<file path="config.mk">
export PLATFORM = sky130hd
export DESIGN_NAME = pipe_hazard_ctrl_flat
export DESIGN_NICKNAME = d
export VERILOG_FILES = /design/src/rtl/pipe_hazard_ctrl_pkg.sv /design/src/rtl/pipe_hazard_ctrl_if.sv /design/src/rtl/pipe_hazard_ctrl_fwd_sel.sv /design/src/rtl/pipe_hazard_ctrl.sv /design/src/flat_wrapper.sv
export SDC_FILE = /design/constraint.sdc
export NUM_CORES = 1
export LEC_CHECK = 0
export CORE_ASPECT_RATIO = 1.4
export CORE_MARGIN = 3
export CORE_UTILIZATION = 25
export CTS_CLUSTER_DIAMETER = 150
export CTS_CLUSTER_SIZE = 24
export DETAILED_ROUTE_END_ITERATION = 10
export HOLD_SLACK_MARGIN = 0.03
export PLACE_DENSITY_LB_ADDON = 0.1
export RECOVER_POWER = 50
export SYNTH_ARGS = -nofsm -noshare
export SYNTH_HDL_FRONTEND = slang
export SYNTH_SLANG_ARGS = --single-unit
</file>
<file path="constraint.sdc">
create_clock -name clk -period 2.8 [get_ports clk]
set_clock_uncertainty 0.05 [all_clocks]
set_input_delay 0.7 -clock clk [delete_from_list [all_inputs] [get_ports clk]]
set_output_delay 0.7 -clock clk [all_outputs]
set_load 0.1 [all_outputs]
</file>
<file path="src/rtl/pipe_hazard_ctrl_pkg.sv">
// pipe_ctrl_pkg: shared encodings for the pipeline hazard/forwarding controller.
//   - writeback select codes (WB_*) seen on WBSel_EX
//   - forwarding mux select codes (FWD_*) driven on FwdA_EX/FwdB_EX
//   - FSM state encoding
//   - src_hit(): "ID instruction reads this register" match helper
package pipe_ctrl_pkg;

  localparam logic [1:0] WB_ALU = 2'b00;
  localparam logic [1:0] WB_MEM = 2'b01;
  localparam logic [1:0] WB_PC4 = 2'b10;

  localparam logic [1:0] FWD_NONE = 2'b00;
  localparam logic [1:0] FWD_MEM  = 2'b01;
  localparam logic [1:0] FWD_WB   = 2'b10;

  typedef enum logic [1:0] {
    ST_RUN      = 2'b00,
    ST_LU_STALL = 2'b01,
    ST_FLUSH    = 2'b10
  } hz_state_e;

  function automatic logic src_hit(input logic used, input logic [4:0] rs,
                                   input logic [4:0] rd);
    return used && (rs == rd);
  endfunction

endpackage

</file>
<file path="src/rtl/pipe_hazard_ctrl_if.sv">
// pipe_hazard_ctrl_if: bundle between the pipeline datapath and the hazard
// controller.
//   master  - pipeline side: drives register ids/enables, receives controls
//   slave   - controller side: receives ids/enables, drives stall/flush/clear,
//             forward selects and the stall/flush performance counters
interface pipe_hazard_ctrl_if #(
  parameter int CNT_W = 32
);
  logic [4:0]       Rs1_ID;
  logic [4:0]       Rs2_ID;
  logic             Rs1Used_ID;
  logic             Rs2Used_ID;
  logic [4:0]       Rd_EX;
  logic             RegWEn_EX;
  logic [1:0]       WBSel_EX;
  logic             PCsel_EX;
  logic [4:0]       Rs1_EX;
  logic [4:0]       Rs2_EX;
  logic [4:0]       Rd_MEM;
  logic [4:0]       Rd_WB;
  logic             RegWEn_MEM;
  logic             RegWEn_WB;

  logic             Stall_IF;
  logic             Stall_ID;
  logic             Flush_ID;
  logic             Clear_EX;
  logic [1:0]       FwdA_EX;
  logic [1:0]       FwdB_EX;
  logic [CNT_W-1:0] stall_cnt;
  logic [CNT_W-1:0] flush_cnt;

  modport master (
    output Rs1_ID, Rs2_ID, Rs1Used_ID, Rs2Used_ID, Rd_EX, RegWEn_EX, WBSel_EX,
           PCsel_EX, Rs1_EX, Rs2_EX, Rd_MEM, Rd_WB, RegWEn_MEM, RegWEn_WB,
    input  Stall_IF, Stall_ID, Flush_ID, Clear_EX, FwdA_EX, FwdB_EX,
           stall_cnt, flush_cnt
  );

  modport slave (
    input  Rs1_ID, Rs2_ID, Rs1Used_ID, Rs2Used_ID, Rd_EX, RegWEn_EX, WBSel_EX,
           PCsel_EX, Rs1_EX, Rs2_EX, Rd_MEM, Rd_WB, RegWEn_MEM, RegWEn_WB,
    output Stall_IF, Stall_ID, Flush_ID, Clear_EX, FwdA_EX, FwdB_EX,
           stall_cnt, flush_cnt
  );

endinterface

</file>
<file path="src/rtl/pipe_hazard_ctrl_fwd_sel.sv">
// hazard_fwd_sel: combinational forwarding select for one EX ALU operand.
//   i_rs_ex              source register of the EX instruction
//   i_rd_mem, i_wen_mem  destination / write enable of the MEM instruction
//   i_rd_wb,  i_wen_wb   destination / write enable of the WB instruction
//   o_fwd                FWD_MEM, FWD_WB or FWD_NONE (MEM is the younger
//                        producer, so it wins over WB)
module hazard_fwd_sel
  import pipe_ctrl_pkg::*;
(
  input  logic [4:0] i_rs_ex,
  input  logic [4:0] i_rd_mem,
  input  logic       i_wen_mem,
  input  logic [4:0] i_rd_wb,
  input  logic       i_wen_wb,
  output logic [1:0] o_fwd
);

  logic w_hit_mem;
  logic w_hit_wb;

  // x0 is hardwired to zero, so a write to it never produces a value.
  assign w_hit_mem = i_wen_mem && (i_rd_mem != 5'd0) && (i_rd_mem == i_rs_ex);
  assign w_hit_wb  = i_wen_wb  && (i_rd_wb  != 5'd0) && (i_rd_wb  == i_rs_ex);

  always_comb begin
    o_fwd = FWD_NONE;
    if (w_hit_mem)     o_fwd = FWD_MEM;
    else if (w_hit_wb) o_fwd = FWD_WB;
  end

endmodule

</file>
<file path="src/rtl/pipe_hazard_ctrl.sv">
// pipe_hazard_ctrl: stall/flush/clear generation and operand forwarding for
// the 5-stage RV32I pipeline.
//   clk   pipeline clock
//   rst   asynchronous active-low reset; all control outputs are 0 while low
//   hz    slave side of pipe_hazard_ctrl_if (ids/enables in, controls out)
//
//   state       | meaning
//   ------------+------------------------------------------------------------
//   ST_RUN      | normal flow; detects redirect and load-use hazards
//   ST_LU_STALL | remaining load-use bubble cycles, hold IF/ID, clear ID/EX
//   ST_FLUSH    | remaining redirect flush cycles, zero IF/ID, clear ID/EX
//
// The 3-bit down-counter r_cnt holds the cycles left after the current one;
// the FSM leaves LU_STALL/FLUSH on the edge where r_cnt is 1.
module pipe_hazard_ctrl
  import pipe_ctrl_pkg::*;
#(
  parameter int LOAD_LAT     = 1,
  parameter int FLUSH_CYCLES = 1,
  parameter int CNT_W        = 32
) (
  input  logic            clk,
  input  logic            rst,
  pipe_hazard_ctrl_if.slave hz
);

  localparam logic [2:0] LU_RELOAD = 3'(LOAD_LAT - 1);
  localparam logic [2:0] FL_RELOAD = 3'(FLUSH_CYCLES - 1);

  hz_state_e        r_state;
  hz_state_e        w_state_nxt;
  logic [2:0]       r_cnt;
  logic [2:0]       w_cnt_nxt;
  logic [CNT_W-1:0] r_stall_cnt;
  logic [CNT_W-1:0] r_flush_cnt;

  logic       w_lu;
  logic       w_stall;
  logic       w_flush;
  logic       w_clear;
  logic       w_flush_evt;
  logic [1:0] w_fwd_a;
  logic [1:0] w_fwd_b;

  assign w_lu = hz.RegWEn_EX && (hz.WBSel_EX == WB_MEM) && (hz.Rd_EX != 5'd0) &&
                (src_hit(hz.Rs1Used_ID, hz.Rs1_ID, hz.Rd_EX) ||
                 src_hit(hz.Rs2Used_ID, hz.Rs2_ID, hz.Rd_EX));

  always_ff @(posedge clk or negedge rst) begin
    if (!rst) begin
      r_state <= ST_RUN;
      r_cnt   <= 3'd0;
    end else begin
      r_state <= w_state_nxt;
      r_cnt   <= w_cnt_nxt;
    end
  end

  always_comb begin
    w_state_nxt = r_state;
    w_cnt_nxt   = r_cnt;
    w_stall     = 1'b0;
    w_flush     = 1'b0;
    w_clear     = 1'b0;
    w_flush_evt = 1'b0;
    case (r_state)
      ST_RUN: begin
        // Redirect wins: the instruction in ID is on the wrong path anyway.
        if (hz.PCsel_EX) begin
          w_flush     = 1'b1;
          w_clear     = 1'b1;
          w_flush_evt = 1'b1;
          if (FLUSH_CYCLES > 1) begin
            w_state_nxt = ST_FLUSH;
            w_cnt_nxt   = FL_RELOAD;
          end
        end else if (w_lu) begin
          w_stall = 1'b1;
          w_clear = 1'b1;
          if (LOAD_LAT > 1) begin
            w_state_nxt = ST_LU_STALL;
            w_cnt_nxt   = LU_RELOAD;
          end
        end
      end
      ST_LU_STALL: begin
        w_stall = 1'b1;
        w_clear = 1'b1;
        if (r_cnt <= 3'd1) begin
          w_state_nxt = ST_RUN;
          w_cnt_nxt   = 3'd0;
        end else begin
          w_cnt_nxt = r_cnt - 3'd1;
        end
      end
      ST_FLUSH: begin
        w_flush = 1'b1;
        w_clear = 1'b1;
        if (hz.PCsel_EX) begin
          w_flush_evt = 1'b1;
          w_cnt_nxt   = FL_RELOAD;
        end else if (r_cnt <= 3'd1) begin
          w_state_nxt = ST_RUN;
          w_cnt_nxt   = 3'd0;
        end else begin
          w_cnt_nxt = r_cnt - 3'd1;
        end
      end
      default: begin
        w_state_nxt = ST_RUN;
        w_cnt_nxt   = 3'd0;
      end
    endcase
  end

  // Gating with rst makes the outputs drop the moment reset asserts, even
  // though the combinational hazard terms may still be active.
  assign hz.Stall_IF = rst & w_stall;
  assign hz.Stall_ID = rst & w_stall;
  assign hz.Flush_ID = rst & w_flush;
  assign hz.Clear_EX = rst & w_clear;

  hazard_fwd_sel u_fwd_a (
    .i_rs_ex   (hz.Rs1_EX),
    .i_rd_mem  (hz.Rd_MEM),
    .i_wen_mem (hz.RegWEn_MEM),
    .i_rd_wb   (hz.Rd_WB),
    .i_wen_wb  (hz.RegWEn_WB),
    .o_fwd     (w_fwd_a)
  );

  hazard_fwd_sel u_fwd_b (
    .i_rs_ex   (hz.Rs2_EX),
    .i_rd_mem  (hz.Rd_MEM),
    .i_wen_mem (hz.RegWEn_MEM),
    .i_rd_wb   (hz.Rd_WB),
    .i_wen_wb  (hz.RegWEn_WB),
    .o_fwd     (w_fwd_b)
  );

  assign hz.FwdA_EX = rst ? w_fwd_a : FWD_NONE;
  assign hz.FwdB_EX = rst ? w_fwd_b : FWD_NONE;

  // Saturating performance counters.
  always_ff @(posedge clk or negedge rst) begin
    if (!rst) begin
      r_stall_cnt <= '0;
      r_flush_cnt <= '0;
    end else begin
      if (w_stall && (r_stall_cnt != {CNT_W{1'b1}}))
        r_stall_cnt <= r_stall_cnt + 1'b1;
      if (w_flush_evt && (r_flush_cnt != {CNT_W{1'b1}}))
        r_flush_cnt <= r_flush_cnt + 1'b1;
    end
  end

  assign hz.stall_cnt = r_stall_cnt;
  assign hz.flush_cnt = r_flush_cnt;

endmodule

</file>
<file path="src/flat_wrapper.sv">
// flat-port wrapper written by rule: the top's interface ports become plain ports
module pipe_hazard_ctrl_flat import pipe_ctrl_pkg::*;
#(
  parameter int LOAD_LAT     = 1,
  parameter int FLUSH_CYCLES = 1,
  parameter int CNT_W        = 32
)
  (clk, rst, hz_Rs1_ID, hz_Rs2_ID, hz_Rs1Used_ID, hz_Rs2Used_ID, hz_Rd_EX, hz_RegWEn_EX, hz_WBSel_EX, hz_PCsel_EX, hz_Rs1_EX, hz_Rs2_EX, hz_Rd_MEM, hz_Rd_WB, hz_RegWEn_MEM, hz_RegWEn_WB, hz_Stall_IF, hz_Stall_ID, hz_Flush_ID, hz_Clear_EX, hz_FwdA_EX, hz_FwdB_EX, hz_stall_cnt, hz_flush_cnt);
  pipe_hazard_ctrl_if #(.CNT_W(CNT_W)) hz_i ();
  input  logic clk;
  input  logic rst;
  input wire logic [$bits(hz_i.Rs1_ID)-1:0] hz_Rs1_ID;
  input wire logic [$bits(hz_i.Rs2_ID)-1:0] hz_Rs2_ID;
  input wire logic [$bits(hz_i.Rs1Used_ID)-1:0] hz_Rs1Used_ID;
  input wire logic [$bits(hz_i.Rs2Used_ID)-1:0] hz_Rs2Used_ID;
  input wire logic [$bits(hz_i.Rd_EX)-1:0] hz_Rd_EX;
  input wire logic [$bits(hz_i.RegWEn_EX)-1:0] hz_RegWEn_EX;
  input wire logic [$bits(hz_i.WBSel_EX)-1:0] hz_WBSel_EX;
  input wire logic [$bits(hz_i.PCsel_EX)-1:0] hz_PCsel_EX;
  input wire logic [$bits(hz_i.Rs1_EX)-1:0] hz_Rs1_EX;
  input wire logic [$bits(hz_i.Rs2_EX)-1:0] hz_Rs2_EX;
  input wire logic [$bits(hz_i.Rd_MEM)-1:0] hz_Rd_MEM;
  input wire logic [$bits(hz_i.Rd_WB)-1:0] hz_Rd_WB;
  input wire logic [$bits(hz_i.RegWEn_MEM)-1:0] hz_RegWEn_MEM;
  input wire logic [$bits(hz_i.RegWEn_WB)-1:0] hz_RegWEn_WB;
  output wire logic [$bits(hz_i.Stall_IF)-1:0] hz_Stall_IF;
  output wire logic [$bits(hz_i.Stall_ID)-1:0] hz_Stall_ID;
  output wire logic [$bits(hz_i.Flush_ID)-1:0] hz_Flush_ID;
  output wire logic [$bits(hz_i.Clear_EX)-1:0] hz_Clear_EX;
  output wire logic [$bits(hz_i.FwdA_EX)-1:0] hz_FwdA_EX;
  output wire logic [$bits(hz_i.FwdB_EX)-1:0] hz_FwdB_EX;
  output wire logic [$bits(hz_i.stall_cnt)-1:0] hz_stall_cnt;
  output wire logic [$bits(hz_i.flush_cnt)-1:0] hz_flush_cnt;
  assign hz_i.Rs1_ID = hz_Rs1_ID;
  assign hz_i.Rs2_ID = hz_Rs2_ID;
  assign hz_i.Rs1Used_ID = hz_Rs1Used_ID;
  assign hz_i.Rs2Used_ID = hz_Rs2Used_ID;
  assign hz_i.Rd_EX = hz_Rd_EX;
  assign hz_i.RegWEn_EX = hz_RegWEn_EX;
  assign hz_i.WBSel_EX = hz_WBSel_EX;
  assign hz_i.PCsel_EX = hz_PCsel_EX;
  assign hz_i.Rs1_EX = hz_Rs1_EX;
  assign hz_i.Rs2_EX = hz_Rs2_EX;
  assign hz_i.Rd_MEM = hz_Rd_MEM;
  assign hz_i.Rd_WB = hz_Rd_WB;
  assign hz_i.RegWEn_MEM = hz_RegWEn_MEM;
  assign hz_i.RegWEn_WB = hz_RegWEn_WB;
  assign hz_Stall_IF = hz_i.Stall_IF;
  assign hz_Stall_ID = hz_i.Stall_ID;
  assign hz_Flush_ID = hz_i.Flush_ID;
  assign hz_Clear_EX = hz_i.Clear_EX;
  assign hz_FwdA_EX = hz_i.FwdA_EX;
  assign hz_FwdB_EX = hz_i.FwdB_EX;
  assign hz_stall_cnt = hz_i.stall_cnt;
  assign hz_flush_cnt = hz_i.flush_cnt;
  pipe_hazard_ctrl #(.LOAD_LAT(LOAD_LAT), .FLUSH_CYCLES(FLUSH_CYCLES), .CNT_W(CNT_W)) u_core (.clk(clk), .rst(rst), .hz(hz_i));
endmodule
</file>
==> qor.csv, run 1 <==
metric;value;unit
leakage;2.52;nW
clkTransAtPathRegs;0.06;ns
worstMarginPinSlew;1.19;ns
placedInstanceArea;5160;sq um
cp.required;2.05;ns
fmax;0.348;GHz
vias;3203;
drv_slew;0;
nNetsFinal;571;
grt_pass1_wl;18100;um
viasPerCell;4.47;
ys.flop_type;dfrtp_1;
grt_start_max_net_pins;39;
drv_cap;0;
grt.overflow.total;0;
initial_utilization;25.7;%
synth.distinct_cells;47;
fp.dieH;148;um
wirelength;11100;um
syn_avg_cell_area;9.90;sq um
ir_drop;277;uV
dp_slack;-0.423;ns
area_growth;53.6;%
violations;negative setup slack;
synth_nets;410;
drive_above_1_share;25.3;%
cts-root-buf;clkbuf_16;
grt.total_usage;14.7;%
die_w;107;um
min_period;2.87;ns
setup_slack;-0.0698;ns
final_cell_mix;buf_4, dfrtp_1, xor2_1, xnor2_1, clkbuf_1;
synthArstFlopShare;100;%
clk_latency;0.33;ns
io_pins;117;
path_class;input pin to output pin;
rsz0062_at_grt;yes;
drc_errors;0;
final_common_cell;buf_4;
setup_viol_count_final;2;
status;finished with violations;
drtAntennaViolNets;0;
cp-start-kind;input pin;
antenna_found_initial;2;
rows;51;
fin_crit_sh;102;%
final.setup.tns;-0.0874;ns
routabilityCongestion;0.823;
portBuffers;116;
dp_hpwl;8650;um
cts_made_buffers;9;
cts_tree;built;
ys_seq_area_share;44.6;%
fillCellCount;1461;
final_area;5520;sq um
wire_per_inst;15.5;um
cts_buffer_depth;2;
grt_pass1_vias;3421;
syn_inst;363;
arrival;2.12;ns
synth_edf_count;0;
cp-end-kind;output pin;
r2r_slack;0.58;ns
drtIter0Drc;75;
cts.sinks;64;
p_total;3.11;mW
synth-warning-count;0;
finalHoldViolCount;0;
whs;0.290;ns
syn_area;3590;sq um
die_area;15900;sq um
powerDensity;564;nW/um^2
coreArea;14000;sq um
firstDrtPassIters;4;
cp_max_fo;3;
ys_ff_latch;64;
hold_class;input pin to asynchronous set/reset pin;
h-tree-depth;3;
slew_headroom;21.0;%
==> what timing repair did <==
| action | in CTS | in global routing |
|---|---|---|
| gates resized for setup | 71 | 26 |
| buffers inserted | 6 | 4 |
| hold buffers | 0 | 0 |
| endpoints found under the setup margin | 7 | 10 |
| pin swaps | 32 | 26 |
==> path summary, 6_finish.rpt <==
path                                          from                       to  cells after the start
max in group asynchronous                      rst  u_core.hz.stall_cnt[17]                      2
setup reg to reg            u_core.hz.stall_cnt[0]  u_core.hz.stall_cnt[26]                      8
setup / recovery                      hz_Rd_MEM[4]            hz_FwdB_EX[1]                      7
hold reg to reg            u_core.hz.stall_cnt[27]  u_core.hz.stall_cnt[27]                      1
min in group clk           u_core.hz.stall_cnt[27]  u_core.hz.stall_cnt[27]                      1
hold / removal                                 rst   u_core.hz.flush_cnt[4]                      1
==> cells in the mapped netlist (2+ instances only) <==
cell	instances	share of area, %
and4_1	4	0.97
dfrtp_1	64	45
nand4_1	16	2.8
o21a_1	2	0.42
nor4_1	10	1.7
nand3_1	24	3.3
nor3_1	20	2.8
a21oi_1	2	0.28
nor2_1	26	2.7
nor2b_1	3	0.52
ha_1	2	0.70
nor3_2	3	0.84
or4_1	3	0.63
buf_4	2	0.42
nand3_2	2	0.56
and3_1	4	0.70
or3_1	2	0.35
and2_1	7	1.2
buf_2	3	0.42
xnor2_1	45	11
inv_1	15	1.6
nand2_1	34	3.6
nor4b_1	2	0.49
xor2_1	45	11
==> critical path, stage by stage <==
cell and delay [ns]:
buf_8 0.10, or4_4 0.54, o21ai_4 0.18, nor4_4 0.05, buf_4 0.14, nor3_4 0.21
buf_12 0.20
==> area by class of cell <==
class                      instances  area (sq um)  share of cell area [%]
tap                              185           231                    4.19
antenna                            2          5.00                  0.0906
clock inverter                     5          86.3                    1.56
inverter                          15          56.3                    1.02
clock buffer                      11           253                    4.58
multi-input combinational        277          2040                    36.9
sequential                        64          1600                    29.0
timing repair buffer             157          1250                    22.7
==> cell families (layout without fill, tap and decap cells) <==
| logic type | Yosys count | after routing | synth area share (%) |
|---|---|---|---|
| simple gates | 172 | 172 | 27.0 |
| other cells | 0 | 2 | 0 |
| flops | 64 | 64 | 44.6 |
| mux | 2 | 2 | 0.592 |
| fa+ha+maj | 2 | 2 | 0.696 |
| xor+xnor | 90 | 90 | 21.9 |
| buf+inv | 22 | 188 | 2.82 |
| compound gates | 11 | 11 | 2.37 |
==> sequential cells by signal, summed over array words and instances (netlist names) <==
| signal | count |
|---|---|
| u_core.hz.stall_cnt | 32 |
| u_core.hz.flush_cnt | 32 |
==> through the flow <==
step | util, % | cells
after detailed placement | 36.9 | 688
after CTS | 39.9 | 710
after floorplan | - | 363
after global routing | 39.5 | 716
final | 39.5 | 716
after global placement | 36.9 | 688
==> power by group <==
part           switching [mW]  leakage [nW]  internal, mW
clock network           0.448         0.167         0.837
registers              0.0713         0.839         0.978
logic                   0.567          1.52         0.212
==> routing by layer <==
layer  track usage [%]  vias to the layer above  share of wire [%]
met4              5.24                        0                2.5
met3              3.45                       16                3.5
met2              27.3                       59                 55
met5                 0                        -                  0
li1                  -                     1576                  -
met1              16.0                     1552                 39
(Power assumes the default switching activity.)
==> inputs of run 2 (changes only) <==
- CORE_ASPECT_RATIO: 1.4 -> 1.75
- PLACE_DENSITY: not set -> 0.6
- PLACE_DENSITY_LB_ADDON: 0.1 -> not set
==> qor.csv, run 2 (synthesized netlist as in run 1, its figures left out) <==
metric;value;unit;change
switching_share;36.1;%;was 34.9%
setup_viol_count_final;0;;was 2
die_area;15900;sq um;about the same
coreArea;14000;sq um;about the same
io_pins;117;;unchanged
crit-reg2reg-launch;u_core.hz.flush_cnt[0];;was u_core.hz.stall_cnt[0]
fin_util;38.5;%;was 39.5%
drive_above_1_share;26.7;%;was 25.3%
cp-start-kind;input pin;;unchanged
antenna_cells;0;;was 2
cts_made_buffers;9;;unchanged
final_cell_mix;dfrtp_1, buf_4, xor2_1, xnor2_1;;was buf_4, dfrtp_1, xor2_1, xnor2_1, clkbuf_1
cp-end-kind;output pin;;unchanged
grt_start_max_net_pins;53;;was 39
routabilityCongestion;0.830;;was 0.823
clk_latency;0.33;ns;about the same
cts.sinks;64;;unchanged
pwr-share-seq;36.2;%;was 33.7%
die_w;96.6;um;was 107 um
pwr-share-clk;38.1;%;was 41.3%
r2r_slack;0.54;ns;was 0.58 ns
portBuffers;116;;unchanged
rsz0062_at_grt;yes;;unchanged
dp_slack;-0.440;ns;was -0.423 ns
cts_buffer_depth;2;;unchanged
finalHoldViolCount;0;;unchanged
hp-start;u_core.hz.stall_cnt[15];;
hold_depth;1;;
drv_cap;0;;unchanged
crit_chain;buf_8 -> or4_4 -> o2111ai_4 -> nor2b_4 -> and3b_4 -> buf_12;;was buf_8 -> or4_4 -> o21ai_4 -> nor4_4 -> buf_4 -> nor3_4 -> buf_12
fin_crit_sh;99.6;%;was 102%
wirelength;10800;um;was 11100 um
status;finished clean;;was finished with violations
critPathSlowestCell;or4_4;;unchanged
cts-root-buf;clkbuf_16;;unchanged
wire_per_inst;15.5;um;about the same
crit_path_start;hz_Rd_EX[4];;was hz_Rd_MEM[4]
grt_pass1_vias;3319;;was 3421
final_common_cell;dfrtp_1;;was buf_4
final_area;5390;sq um;was 5520 sq um
powerDensity;539;nW/um^2;was 564 nW/um^2
clkTransAtPathRegs;0.06;ns;about the same
reg2reg_to;u_core.hz.flush_cnt[6];;was u_core.hz.stall_cnt[26]
slowest_delay;0.54;ns;about the same
grt_pass1_wl;17400;um;was 18100 um
switchingPower;1.05;mW;was 1.09 mW
min_period;2.79;ns;was 2.87 ns
postCtsHoldBufs;0;;unchanged
slew_headroom;12.3;%;was 21.0%
vias;3222;;was 3203
grt.overflow.total;0;;unchanged
setup_slack;0.0124;ns;was -0.0698 ns
cp_max_fo;2;;was 3
cts_tree;built;;unchanged
p_total;2.91;mW;was 3.11 mW
cp.required;2.05;ns;about the same
grt_use_met3;2.11;%;was 3.45%
arrival;2.04;ns;was 2.12 ns
busiest_layer;met2;;unchanged
intPower;1.86;mW;was 2.03 mW
grt_use_met1;15.1;%;was 16.0%
firstDrtPassIters;4;;unchanged
placedInstanceArea;5100;sq um;was 5160 sq um
whs;0.444;ns;was 0.290 ns
leakage;2.46;nW;was 2.52 nW
area_growth;49.9;%;was 53.6%
fmax;0.359;GHz;was 0.348 GHz
drtAntennaViolNets;0;;unchanged
dp_hpwl;8590;um;was 8650 um
nNetsFinal;562;;was 571
ir_drop;390;uV;was 277 uV
worstMarginPinSlew;1.32;ns;was 1.19 ns
grt.total_usage;13.7;%;was 14.7%
hold_class;flop to flop;;was input pin to asynchronous set/reset pin
drtIter0Drc;93;;was 75
reg2reg_depth;7;;was 8
fp.dieH;165;um;was 148 um
hold_path_end;u_core.hz.stall_cnt[15];;
viasPerCell;4.62;;was 4.47
antenna_found_initial;0;;was 2
h-tree-depth;3;;unchanged
path_class;input pin to output pin;;unchanged
initial_utilization;25.7;%;about the same
drc_errors;0;;unchanged
grt_use_met2;26.2;%;was 27.3%
rows;57;;was 51
comb_power_share;25.8;%;was 25.0%
drv_slew;0;;unchanged
run 2: cell count changes in the layout (fill, tap and decap cells not counted), moves of 2 or more:
cell             previous run  this run
dlygate4sd2_1              13        11
clkbuf_2                    2         8
clkdlybuf4s15_1             9         6
clkbuf_8                    2         0
nor4b_2                     1         3
nor4b_1                     2         0
diode_2                     2         0
clkinv_2                    0         3
clkbuf_1                   37        34
buf_4                      65        61
clkdlybuf4s50_1             9         7
run 2: metrics by stage:
stage | cells | setup TNS [ns]
2_1_floorplan | 363 | -0.524
3_3_place_gp | 674 | -3.68
3_5_place_dp | 674 | -4.46
4_1_cts | 696 | 0
5_1_grt | 697 | -0.114
6_report | 697 | 0
run 2: power groups by stage:
stage	Sequential [mW]	Combinational, mW	Clock (mW)
2_1_floorplan	1.44	0.147	0
3_3_place_gp	1.07	0.768	0
3_5_place_dp	1.07	0.777	0
4_1_cts	1.05	0.777	1.14
5_1_grt	1.06	0.788	1.18
6_report	1.05	0.749	1.11
run 2: worst max path at each step:
stage,to,cells after the start
global placement,hz_Stall_IF,6
floorplan,hz_FwdB_EX[0],4
global route,hz_Stall_ID,7
detailed placement,hz_Stall_ID,7
CTS,hz_Stall_ID,6
finish,hz_Stall_ID,6
run 2: what timing repair did:
action / in CTS / in global routing
pin swaps: 27 / 20
resized for setup: 80 / 36
setup endpoints to repair: 7 / 11
hold endpoints to repair: 0 / 0
buffers inserted: 6 / 1
run 2: final cells by class:
| class | instances | area, sq um |
|---|---|---|
| fill | 1467 | 8590 |
| sequential | 64 | 1600 |
| timing repair buffer | 148 | 1160 |
| tap | 177 | 221 |
| clock buffer | 9 | 225 |
| multi-input combinational | 277 | 2050 |
| clock inverter | 7 | 71.3 |
| inverter | 15 | 56.3 |
run 2: routing by layer:
metal	vias up	part of all wire (%)
met5	-	0
met4	0	2.0
met3	19	4.3
met2	106	56
met1	1538	38
li1	1559	-
run 2: critical path: cells and delay by family:
family	cells	cell delay, ns
AO/OA/AOI/OAI	1	0.25
AND/OR/NAND/NOR	3	0.83
buffers and inverters	2	0.26
